[src/rtl/ac_zone_scheduler_if.sv]
// Plant/zone bundle for the AC zone scheduler.
// master drives zone sensors; slave is the scheduler.
interface ac_zone_scheduler_if;
  logic [19:0] zone_temp;
  logic [3:0]  zone_en;
  logic        heating;
  logic        cooling;
  logic [3:0]  valve;
  logic [1:0]  zone_sel;
  logic        busy;

  modport master (
    output zone_temp, zone_en,
    input  heating, cooling, valve, zone_sel, busy
  );

  modport slave (
    input  zone_temp, zone_en,
    output heating, cooling, valve, zone_sel, busy
  );
endinterface

[src/rtl/ac_zone_scheduler.sv]
// Round-robin shared-plant HVAC scheduler: one zone served at a time,
// bounded dwell per grant and a forced plant-off lockout between grants.
module ac_zone_scheduler #(
  parameter int unsigned DWELL   = 16,
  parameter int unsigned LOCKOUT = 4
) (
  input  logic                  clk,
  input  logic                  rst,
  ac_zone_scheduler_if.slave    bus
);

  typedef enum logic [1:0] {
    IDLE = 2'd0,
    HEAT = 2'd1,
    COOL = 2'd2,
    LOCK = 2'd3
  } state_e;

  localparam logic [7:0] DWELL_M1 = 8'(DWELL - 1);
  localparam logic [7:0] LOCK_M1  = 8'(LOCKOUT - 1);

  state_e      state_q, state_d;
  logic        heat_q, heat_d;
  logic        cool_q, cool_d;
  logic [3:0]  valve_q, valve_d;
  logic [1:0]  sel_q, sel_d;
  logic [1:0]  last_q, last_d;
  logic [7:0]  dwell_q, dwell_d;
  logic [7:0]  lock_q, lock_d;
  logic        busy_q, busy_d;

  logic [4:0]  temp [4];
  logic [3:0]  heat_req, cool_req, req;
  logic        gnt_vld;
  logic [1:0]  gnt_idx;
  logic        svc_end;

  always_comb begin
    for (int i = 0; i < 4; i++) begin
      temp[i]     = bus.zone_temp[5*i +: 5];
      heat_req[i] = bus.zone_en[i] && (temp[i] <= 5'd18);
      cool_req[i] = bus.zone_en[i] && (temp[i] >= 5'd22);
    end
    req = heat_req | cool_req;
  end

  // first requester after the last served zone wins
  always_comb begin
    logic [1:0] idx;
    gnt_vld = 1'b0;
    gnt_idx = last_q;
    idx     = last_q;
    for (int k = 0; k < 4; k++) begin
      idx = last_q + 2'(k + 1);
      if (!gnt_vld && req[idx]) begin
        gnt_vld = 1'b1;
        gnt_idx = idx;
      end
    end
  end

  always_comb begin
    svc_end = !bus.zone_en[sel_q] || (dwell_q == 8'd0);
    if (state_q == HEAT)
      svc_end = svc_end || (temp[sel_q] >= 5'd20);
    else
      svc_end = svc_end || (temp[sel_q] <= 5'd20);
  end

  always_comb begin
    state_d = state_q;
    heat_d  = heat_q;
    cool_d  = cool_q;
    valve_d = valve_q;
    sel_d   = sel_q;
    last_d  = last_q;
    dwell_d = dwell_q;
    lock_d  = lock_q;
    unique case (state_q)
      IDLE: begin
        heat_d  = 1'b0;
        cool_d  = 1'b0;
        valve_d = 4'b0;
        if (gnt_vld) begin
          state_d = heat_req[gnt_idx] ? HEAT : COOL;
          heat_d  = heat_req[gnt_idx];
          cool_d  = !heat_req[gnt_idx];
          valve_d = 4'(4'b0001 << gnt_idx);
          sel_d   = gnt_idx;
          dwell_d = DWELL_M1;
        end
      end
      HEAT, COOL: begin
        if (svc_end) begin
          state_d = LOCK;
          heat_d  = 1'b0;
          cool_d  = 1'b0;
          valve_d = 4'b0;
          last_d  = sel_q;
          lock_d  = LOCK_M1;
        end else if (dwell_q != 8'd0) begin
          dwell_d = dwell_q - 8'd1;
        end
      end
      LOCK: begin
        heat_d  = 1'b0;
        cool_d  = 1'b0;
        valve_d = 4'b0;
        if (lock_q == 8'd0)
          state_d = IDLE;
        else
          lock_d = lock_q - 8'd1;
      end
      default: begin
        state_d = IDLE;
        heat_d  = 1'b0;
        cool_d  = 1'b0;
        valve_d = 4'b0;
      end
    endcase
    busy_d = (state_d != IDLE);
  end

  always_ff @(posedge clk) begin
    if (rst) begin
      state_q <= IDLE;
      heat_q  <= 1'b0;
      cool_q  <= 1'b0;
      valve_q <= 4'b0;
      sel_q   <= 2'd0;
      last_q  <= 2'd3;
      dwell_q <= 8'd0;
      lock_q  <= 8'd0;
      busy_q  <= 1'b0;
    end else begin
      state_q <= state_d;
      heat_q  <= heat_d;
      cool_q  <= cool_d;
      valve_q <= valve_d;
      sel_q   <= sel_d;
      last_q  <= last_d;
      dwell_q <= dwell_d;
      lock_q  <= lock_d;
      busy_q  <= busy_d;
    end
  end

  assign bus.heating  = heat_q;
  assign bus.cooling  = cool_q;
  assign bus.valve    = valve_q;
  assign bus.zone_sel = sel_q;
  assign bus.busy     = busy_q;

endmodule

[src/flat_wrapper.sv]
// flat-port wrapper written by rule: the top's interface ports become plain ports
module ac_zone_scheduler_flat 
#(
  parameter int unsigned DWELL   = 16,
  parameter int unsigned LOCKOUT = 4
)
  (clk, rst, bus_zone_temp, bus_zone_en, bus_heating, bus_cooling, bus_valve, bus_zone_sel, bus_busy);
  ac_zone_scheduler_if bus_i ();
  input  logic clk;
  input  logic rst;
  input wire logic [$bits(bus_i.zone_temp)-1:0] bus_zone_temp;
  input wire logic [$bits(bus_i.zone_en)-1:0] bus_zone_en;
  output wire logic [$bits(bus_i.heating)-1:0] bus_heating;
  output wire logic [$bits(bus_i.cooling)-1:0] bus_cooling;
  output wire logic [$bits(bus_i.valve)-1:0] bus_valve;
  output wire logic [$bits(bus_i.zone_sel)-1:0] bus_zone_sel;
  output wire logic [$bits(bus_i.busy)-1:0] bus_busy;
  assign bus_i.zone_temp = bus_zone_temp;
  assign bus_i.zone_en = bus_zone_en;
  assign bus_heating = bus_i.heating;
  assign bus_cooling = bus_i.cooling;
  assign bus_valve = bus_i.valve;
  assign bus_zone_sel = bus_i.zone_sel;
  assign bus_busy = bus_i.busy;
  ac_zone_scheduler #(.DWELL(DWELL), .LOCKOUT(LOCKOUT)) u_core (.clk(clk), .rst(rst), .bus(bus_i));
endmodule
[config.mk]
export PLATFORM = sky130hd
export DESIGN_NAME = ac_zone_scheduler_flat
export DESIGN_NICKNAME = d
export VERILOG_FILES = /design/src/rtl/ac_zone_scheduler_if.sv /design/src/rtl/ac_zone_scheduler.sv /design/src/flat_wrapper.sv
export SDC_FILE = /design/constraint.sdc
export NUM_CORES = 1
export LEC_CHECK = 0
export ABC_CLOCK_PERIOD_IN_PS = 4300
export CELL_PAD_IN_SITES_DETAIL_PLACEMENT = 1
export CELL_PAD_IN_SITES_GLOBAL_PLACEMENT = 1
export CORE_ASPECT_RATIO = 2
export CORE_UTILIZATION = 43
export DETAILED_ROUTE_END_ITERATION = 8
export PLACE_DENSITY = 0.93
export SETUP_SLACK_MARGIN = 0.15
export SLEW_MARGIN = 5
export SYNTH_ARGS = -nofsm -noshare
export SYNTH_HDL_FRONTEND = slang
export SYNTH_SLANG_ARGS = --single-unit
[constraint.sdc]
create_clock -name clk -period 4.3 [get_ports clk]
set_input_delay 0.86 -clock clk [delete_from_list [all_inputs] [get_ports clk]]
set_output_delay 0.86 -clock clk [all_outputs]
set_load 0.02 [all_outputs]
* Word level (Yosys, flattened, before mapping)
Cells that the tools add are included.
Operators by class: add/subtract/negate cells 5, order comparisons 17, equality and inequality tests 8, shift-type cells 1, mux-type cells 44, bitwise gates (word level) 2, reduce and logical (&&, ||, !) cells 31
Operator list (number):
- 8-bit two-way mux | 5
- 8-bit one-hot mux with 2 select lines | 2
- 5-bit >= comparator (second input constant) | 5
- 5-bit <= comparator (second input constant) | 5
- 2-bit by 3-bit < comparator with 1-bit output (second input constant) | 6
- 8-bit logical NOT | 2
- 2-bit two-way mux | 8
- 8-bit by 1-bit subtractor with 8-bit output (second input constant) | 2
- 1-bit two-way mux | 14
- 1-bit binary-select mux with 2-bit select | 6
- 4-bit one-hot mux with 3 select lines | 1
- 1-bit logical AND | 11
- 5-bit binary-select mux with 2-bit select | 1
- 5-bit two-way mux | 2
- 4-bit two-way mux | 2
- 8-bit nonzero test | 1
- 2-bit by 1-bit != test with 1-bit output (second input constant) | 3
- 1-bit one-hot mux with 3 select lines | 2
- 2-bit one-hot mux with 3 select lines | 1
- 2-bit nonzero test | 3
- 1-bit logical NOT | 5
- 2-bit adder (second input constant) | 2
- 2-bit equality test (second input constant) | 2
- 2-bit != test (second input constant) | 2
- other kinds (12) | 15
Word-level totals: bits in registers 29, output and inout bits 9, logic and storage cells 117

* Longest topological paths before layout
Gate-level depths: netlist of the first run.
depth in word-level cells 21, depth in mapped cells 9, mapped depth without buffers 8

* Least setup slack after synthesis of the first run
OpenSTA, ideal clock, no wires.
path type input -> register, from in bus_zone_temp[8], to reg u_core.state_q[0], arrival time 2.518 ns, data required time 4.178 ns, path slack 1.660 ns, stages 7, path through nand2b_1 > o311a_1 > o22a_1 > mux2i_4 > mux2i_1 > mux2i_4 > a221o_1
Between the ends: cells in the longest elaborated chain, start to end 20, elaborated cells on any way between the ends 41, those cells by class order compare: 4; mux: 26; bitwise: 1; reduce/logical: 10
RTL lines:
- from (decl) | RTL line flat_wrapper.sv:11 | input wire logic [$bits(bus_i.zone_temp)-1:0] bus_zone_temp;
- 5-bit <= comparator or 5-bit >= comparator (tied branches) | RTL line ac_zone_scheduler.sv:41, ac_zone_scheduler.sv:42
- 1-bit logical AND, on equally long branches | RTL line ac_zone_scheduler.sv:41, ac_zone_scheduler.sv:42
- 4-bit bitwise OR | RTL line ac_zone_scheduler.sv:44 | req = heat_req | cool_req;
- 1-bit binary-select mux with 2-bit select | RTL line ac_zone_scheduler.sv:55 | if (!gnt_vld && req[idx]) begin
- 1-bit two-way mux (implied by the code) | RTL line ac_zone_scheduler.sv:55
- 1-bit two-way mux | RTL line ac_zone_scheduler.sv:55
- 1-bit logical NOT | RTL line ac_zone_scheduler.sv:55
- 1-bit logical AND | RTL line ac_zone_scheduler.sv:55
- [4 not listed]
- 1-bit logical NOT | RTL line ac_zone_scheduler.sv:55
- 1-bit logical AND | RTL line ac_zone_scheduler.sv:55
- 2-bit two-way mux | RTL line ac_zone_scheduler.sv:55
- 1-bit binary-select mux with 2-bit select | RTL line ac_zone_scheduler.sv:85 | state_d = heat_req[gnt_idx] ? HEAT : COOL;
- 1-bit two-way mux (implied by the code) | RTL line ac_zone_scheduler.sv:85
- 2-bit two-way mux | RTL line ac_zone_scheduler.sv:85
- 2-bit two-way mux | RTL line ac_zone_scheduler.sv:84 | if (gnt_vld) begin
- 2-bit one-hot mux with 3 select lines (*) | RTL line ac_zone_scheduler.sv:79 | unique case (state_q)
- to (signal assigned) | RTL line ac_zone_scheduler.sv:136 | state_q <= state_d;
- to (decl) | RTL line ac_zone_scheduler.sv:22 | state_e state_q, state_d;
Every way passes the cells marked *; elsewhere a longest branch is shown, timed or not. The select of a mux whose other input is x is not followed. A chain may end at the register's enable or synchronous reset.

* Worst setup path in the final report of the first run
from in bus_zone_temp[13], to reg u_core.state_q[0]
Same word-level chain as after synthesis.

==> results.toml, run 1 <==
[status]
outcome = "complete, no violations"

[clock_network]
cts_buffers = 5
cts_buffer_depth = 2
clock_latency_ns = 0.29
tritoncts = "built"
cts_sinks = 29
root_buffer = "clkbuf_8"
cts.repair.resized = 0
postCtsSetupRepairBufs = 0
clk_pin_slew_ns = 0.07
holdBufCountCts = 0
h-tree-depth = 2

[yosys]
yosys_warnings = 0
synth_area_leader_cell = "dfxtp_1"
syn-num-nets = 269
synth_area_mm2 = 0.00207
synth_edf_count = 0
synthArstFlopShare_pct = 0
synth_area_per_cell_um2 = 8.83
synth_seq_cells = 29
synth_area_leaders = "dfxtp_1 28%, nor2_1 5.4%, ha_1 4.8%"
yosysSeqAreaShare_pct = 28.0
synth_commonest_cells = "30 x nor2_1, 29 x dfxtp_1, 22 x nand2_1"
synth_cell_types = 64
synthMostInstantiatedCell = "nor2_1"
postSynthCellCount = 235
synth_top_area_share_pct = 28.0
synth_ff_type = "dfxtp_1"

[pwr]
clockPowerShare_pct = 13.5
leakage_nw = 0.940
power.share.sequential_pct = 28.4
peakVddDrop_uv = 275
p_switching_mw = 0.754
power_density_mw_per_mm2 = 634
p_sw_share_pct = 47.1
combPwrFrac_pct = 58.2
total_power_mw = 1.60
p_int_mw = 0.847

[routing]
via_per_inst = 6.21
drt_iter0_drc = 24
drtPass1Iterations = 4
wirelength_um = 6100
num_vias = 2023
drc = 0
routedWlPerCell_um = 18.7
ant_nets = 0

[placed_design]
pre_cts_ws_ns = 0.771
io_buffers = 34
placed_area_mm2 = 0.00244
place.gp.congestion = 0.786
hpwl_um = 4830
dp.cells = 318

[critical_path]
cp.arrival_ns = 3.44
critPathKind = "input port to flop"
critPathMaxFanout = 5
required_ns = 4.47
crit_path_end_kind = "flop"
cp-start-kind = "input port"

[grt]
grt_pass1_wl_um = 9980
antenna_found_initial = 0
grt_max_degree = 22
grt_usage_pct = 26.3
grt_pass1_vias = 2252
overflow = 0

[floorplan]
dieHeight_um = 100
core_area_mm2 = 0.00460
initial_core_util_pct = 45.1
ios = 35
die_w_um = 51.1
design.die.area_mm2 = 0.00512
rows = 35

[finish]
multi_input_area_mm2 = 0.00139
n_fill_cell = 556
layout.nets = 304
final_util_pct = 54.9
final_cells = 326
area_growth_pct = 21.7
seqCellArea_um2 = 581
design_area_mm2 = 0.00252
drive_above_1_share_pct = 11.4
antenna_cells = 0

[timing]
slew_viol_final = 0
slew_headroom_pct = 39.9
worst_slack_ns = 1.03
rsz0062_at_grt = "false"
finalCritPeriodShare_pct = 76.0
finalHoldViolations = 0
fin_crit_ns = 3.27
tightestPinTransition_ns = 0.894
whs_ns = 0.479
finClkSkew_ns = 0.00568
setup_viol = 0
fin_tns_setup_ns = 0
timing.fmax_mhz = 306

[hold_path]
min_path_type = "flop to flop"

[flow_run]
cap_viol_max_count = 0
[path summary, 6_finish.rpt]
path	depth (start not counted)	from	slack (ns)	to
hold reg to reg	2	u_core.lock_q[6]$_SDFFE_PP0P_	0.48	u_core.lock_q[6]$_SDFFE_PP0P_
setup / recovery	8	bus_zone_temp[13]	1.03	u_core.state_q[0]$_SDFF_PP0_
setup reg to reg	7	u_core.bus.zone_sel[0]$_SDFFE_PP0P_	1.63	u_core.lock_q[5]$_SDFFE_PP0P_
hold / removal	2	u_core.lock_q[6]$_SDFFE_PP0P_	0.48	u_core.lock_q[6]$_SDFFE_PP0P_
[cells by family after synthesis]
kind of cell | synth area share, %
simple gates | 26.1
compound gates | 27.4
xor+xnor | 2.53
mux | 6.15
buf+inv | 5.07
flops | 28.0
fa+ha+maj | 4.83
[placed cells by master, fill, tap and decap left out, drive strengths merged, types with 3 or more instances in the layout]
master         netlist  routed
clkdlybuf4s50        0      34
nor2                31      31
dfxtp               29      29
nand2               23      23
inv                 15      15
o21ai               11      11
nor3                10      10
ha                   8       8
nand3                8       8
mux2i                8       8
a21oi                6       6
xor2                 6       6
clkbuf               3       6
a31oi                5       5
nor4                 5       5
nand4bb              4       4
a22oi                4       4
a32o                 4       4
a211oi               4       4
a21boi               3       3
nand4                3       3
o211ai               3       3
o22ai                3       3
[final cells by class]
cell class	count	share of cell area, %
Tap cell	55	2.73
Timing Repair Buffer	35	13.8
Inverter	15	2.23
Sequential cell	29	23.0
Clock inverter	2	0.396
Multi-Input combinational cell	184	55.0
Clock buffer	6	2.87
[layer usage]
layer | vias up | routed length, um | GRT usage [%]
met4 | 0 | 355 | 19.9
met2 | 54 | 3520 | 52.0
met1 | 984 | 2040 | 21.5
met5 | - | 0 | 0
met3 | 22 | 181 | 3.79
li1 | 963 | - | -
[flip-flops by register name (all words and copies together) (netlist names)]
name,count
u_core.dwell_q,8
u_core.bus.busy,1
u_core.bus.zone_sel,2
u_core.last_q,2
u_core.state_q,2
u_core.bus.cooling,1
u_core.lock_q,8
u_core.bus.heating,1
u_core.bus.valve,4
[worst max-delay path, stage by stage]
cell and delay (ns):
clkdlybuf4s50_1 0.55, and4bb_4 0.27, a211oi_4 0.46, o22ai_2 0.16, mux2i_4 0.29, mux2i_1 0.37, mux2i_4 0.14, a221o_1 0.33
[power by group through the flow]
stage,sequential [mW],combinational (mW),clock [mW]
floorplan,0.455,0.685,0
global placement,0.454,0.891,0
detailed placement,0.458,0.923,0
CTS,0.453,0.936,0.223
global route,0.469,1.02,0.235
finish,0.454,0.932,0.216
Note: power is estimated with default switching activity, not from simulation.
==> inputs of run 2 (changes only) <==
--- a/config.mk
+++ b/config.mk
@@ -5,13 +5,13 @@
 export SDC_FILE = /design/constraint.sdc
 export NUM_CORES = 1
 export LEC_CHECK = 0
-export ABC_CLOCK_PERIOD_IN_PS = 4300
+export ABC_CLOCK_PERIOD_IN_PS = 2800
 export CELL_PAD_IN_SITES_DETAIL_PLACEMENT = 1
 export CELL_PAD_IN_SITES_GLOBAL_PLACEMENT = 1
 export CORE_ASPECT_RATIO = 2
-export CORE_UTILIZATION = 43
+export CORE_UTILIZATION = 36
 export DETAILED_ROUTE_END_ITERATION = 8
-export PLACE_DENSITY = 0.93
+export PLACE_DENSITY = 0.84
 export SETUP_SLACK_MARGIN = 0.15
 export SLEW_MARGIN = 5
 export SYNTH_ARGS = -nofsm -noshare
==> constraint.sdc (replaced) <==
create_clock -name clk -period 2.8 [get_ports clk]
set_input_delay 0.56 -clock clk [delete_from_list [all_inputs] [get_ports clk]]
set_output_delay 0.56 -clock clk [all_outputs]
set_load 0.02 [all_outputs]
==> results.toml, run 2 (same netlist as run 1, synthesis figures left out) <==
[critical_path]
critPathMaxFanout = 4
crit_path_end_kind = "flop"
critPathKind = "input port to flop"
critPathBufInv = 2
required_ns = 2.99
path_cells = "clkdlybuf4s50_1, buf_4, o311a_1, o22a_1, mux2i_4, mux2i_1, mux2i_4, a221o_1"
slowest_stage = "clkdlybuf4s50_1"
slowest_delay_ns = 0.46
crit_top_cell = "mux2i_4"
crit_family = "compound AO/OA/AOI/OAI gates"
cp.arrival_ns = 2.77
timing.rr.start = "u_core.lock_q[3]$_SDFFE_PP0P_"
cp-start-kind = "input port"
crit_path_start = "bus_zone_temp[7]"

[clock_network]
tritoncts = "built"
holdBufCountCts = 0
postCtsSetupRepairBufs = 0
clk_pin_slew_ns = 0.07
h-tree-depth = 2
root_buffer = "clkbuf_8"
cts_buffers = 5
clock_latency_ns = 0.29
cts_sinks = 29
cts_buffer_depth = 2

[floorplan]
die_w_um = 55.7
initial_core_util_pct = 37.9
rows = 38
dieHeight_um = 109
ios = 35
core_area_mm2 = 0.00547
design.die.area_mm2 = 0.00609

[timing]
setup_viol = 0
slew_viol_final = 0
slew_headroom_pct = 65.8
timing.fmax_mhz = 387
finalHoldViolations = 0
fin_tns_setup_ns = 0
rsz0062_at_grt = "false"
tightestPinTransition_ns = 0.506
finalCritPeriodShare_pct = 92.4
fin_crit_ns = 2.59
finClkSkew_ns = 0.00983

[routing]
drc = 0
routedWlPerCell_um = 18.1
num_vias = 2080
wirelength_um = 6490
ant_nets = 0
drt_iter0_drc = 58
drtPass1Iterations = 4
via_per_inst = 5.81

[finish]
drive_above_1_share_pct = 21.8
antenna_cells = 0
seqCellArea_um2 = 581
layout.nets = 331
layout_commonest_cell = "clkdlybuf4s50_1"
area_growth_pct = 37.2
final_cell_mix = "31 x clkdlybuf4s50_1, 29 x nor2_1, 29 x dfxtp_1"
multi_input_area_mm2 = 0.00145
n_fill_cell = 635

[grt]
grt_max_degree = 14
grt_pass1_vias = 2323
antenna_found_initial = 0
grt_pass1_wl_um = 10500
overflow = 0
grt_usage_pct = 22.5

[hold_path]
min_path_type = "flop to flop"
hp-start = "u_core.lock_q[6]$_SDFFE_PP0P_"

[pwr]
peakVddDrop_uv = 489
power_density_mw_per_mm2 = 986
leakage_nw = 1.13
total_power_mw = 2.81

[placed_design]
hpwl_um = 5090
io_buffers = 34
place.gp.congestion = 0.845

[flow_run]
cap_viol_max_count = 0

[status]
outcome = "complete, no violations"
[run 2: layout make-up]
| cell class | instances | area share (%) |
|---|---|---|
| well taps | 60 | 2.64 |
| clock inverters | 1 | 1.06 |
| multi-input cells | 184 | 50.8 |
| repair buffers | 62 | 20.1 |
| flip-flops and latches | 29 | 20.4 |
| inverters | 15 | 1.98 |
| clock buffers | 7 | 3.03 |
[run 2: where the power goes]
part           internal (mW)  switching (mW)  leakage [nW]
logic                  0.747           0.923         0.837
clock network          0.290           0.165        0.0585
registers              0.544           0.137         0.238
[run 2: tightest hold or removal path: stages (launching register included)]
cell and delay, ns:
dfxtp_1 0.31, nand2_1 0.05, o32ai_1 0.06
[run 2: what timing repair did]
item	CTS	global route
endpoints found under the setup margin	0	20
hold endpoints to repair	0	0
resized for setup	0	13
[run 2: per-layer routing]
metal	up-vias	track usage (%)	share of wire [%]
li1	1015	-	-
met1	1008	18.0	32
met2	40	47.8	61
met3	17	3.29	3.0
met4	0	14.3	4.3
met5	-	0	0
[run 2: through the flow]
stage	setup WS (ns)	cell area (um2)	instances	utilization, %	hold slack, ns
final	0.213	2850	358	52.0	0.472
after global routing	0.154	2850	358	52.0	0.503
after CTS	0.151	2780	358	50.8	0.478
after detailed placement	-0.167	2660	350	48.7	0.471
after global placement	-0.0791	2660	350	48.7	0.460
after floorplan	0.460	2070	235	-	0.432
[run 2: worst paths after layout]
path,cells after the start,slack [ns],endpoint
setup / recovery,8,0.21,u_core.state_q[0]$_SDFF_PP0_
hold / removal,2,0.47,u_core.lock_q[6]$_SDFFE_PP0P_
setup reg to reg,7,0.48,u_core.state_q[0]$_SDFF_PP0_
hold reg to reg,2,0.47,u_core.lock_q[6]$_SDFFE_PP0P_
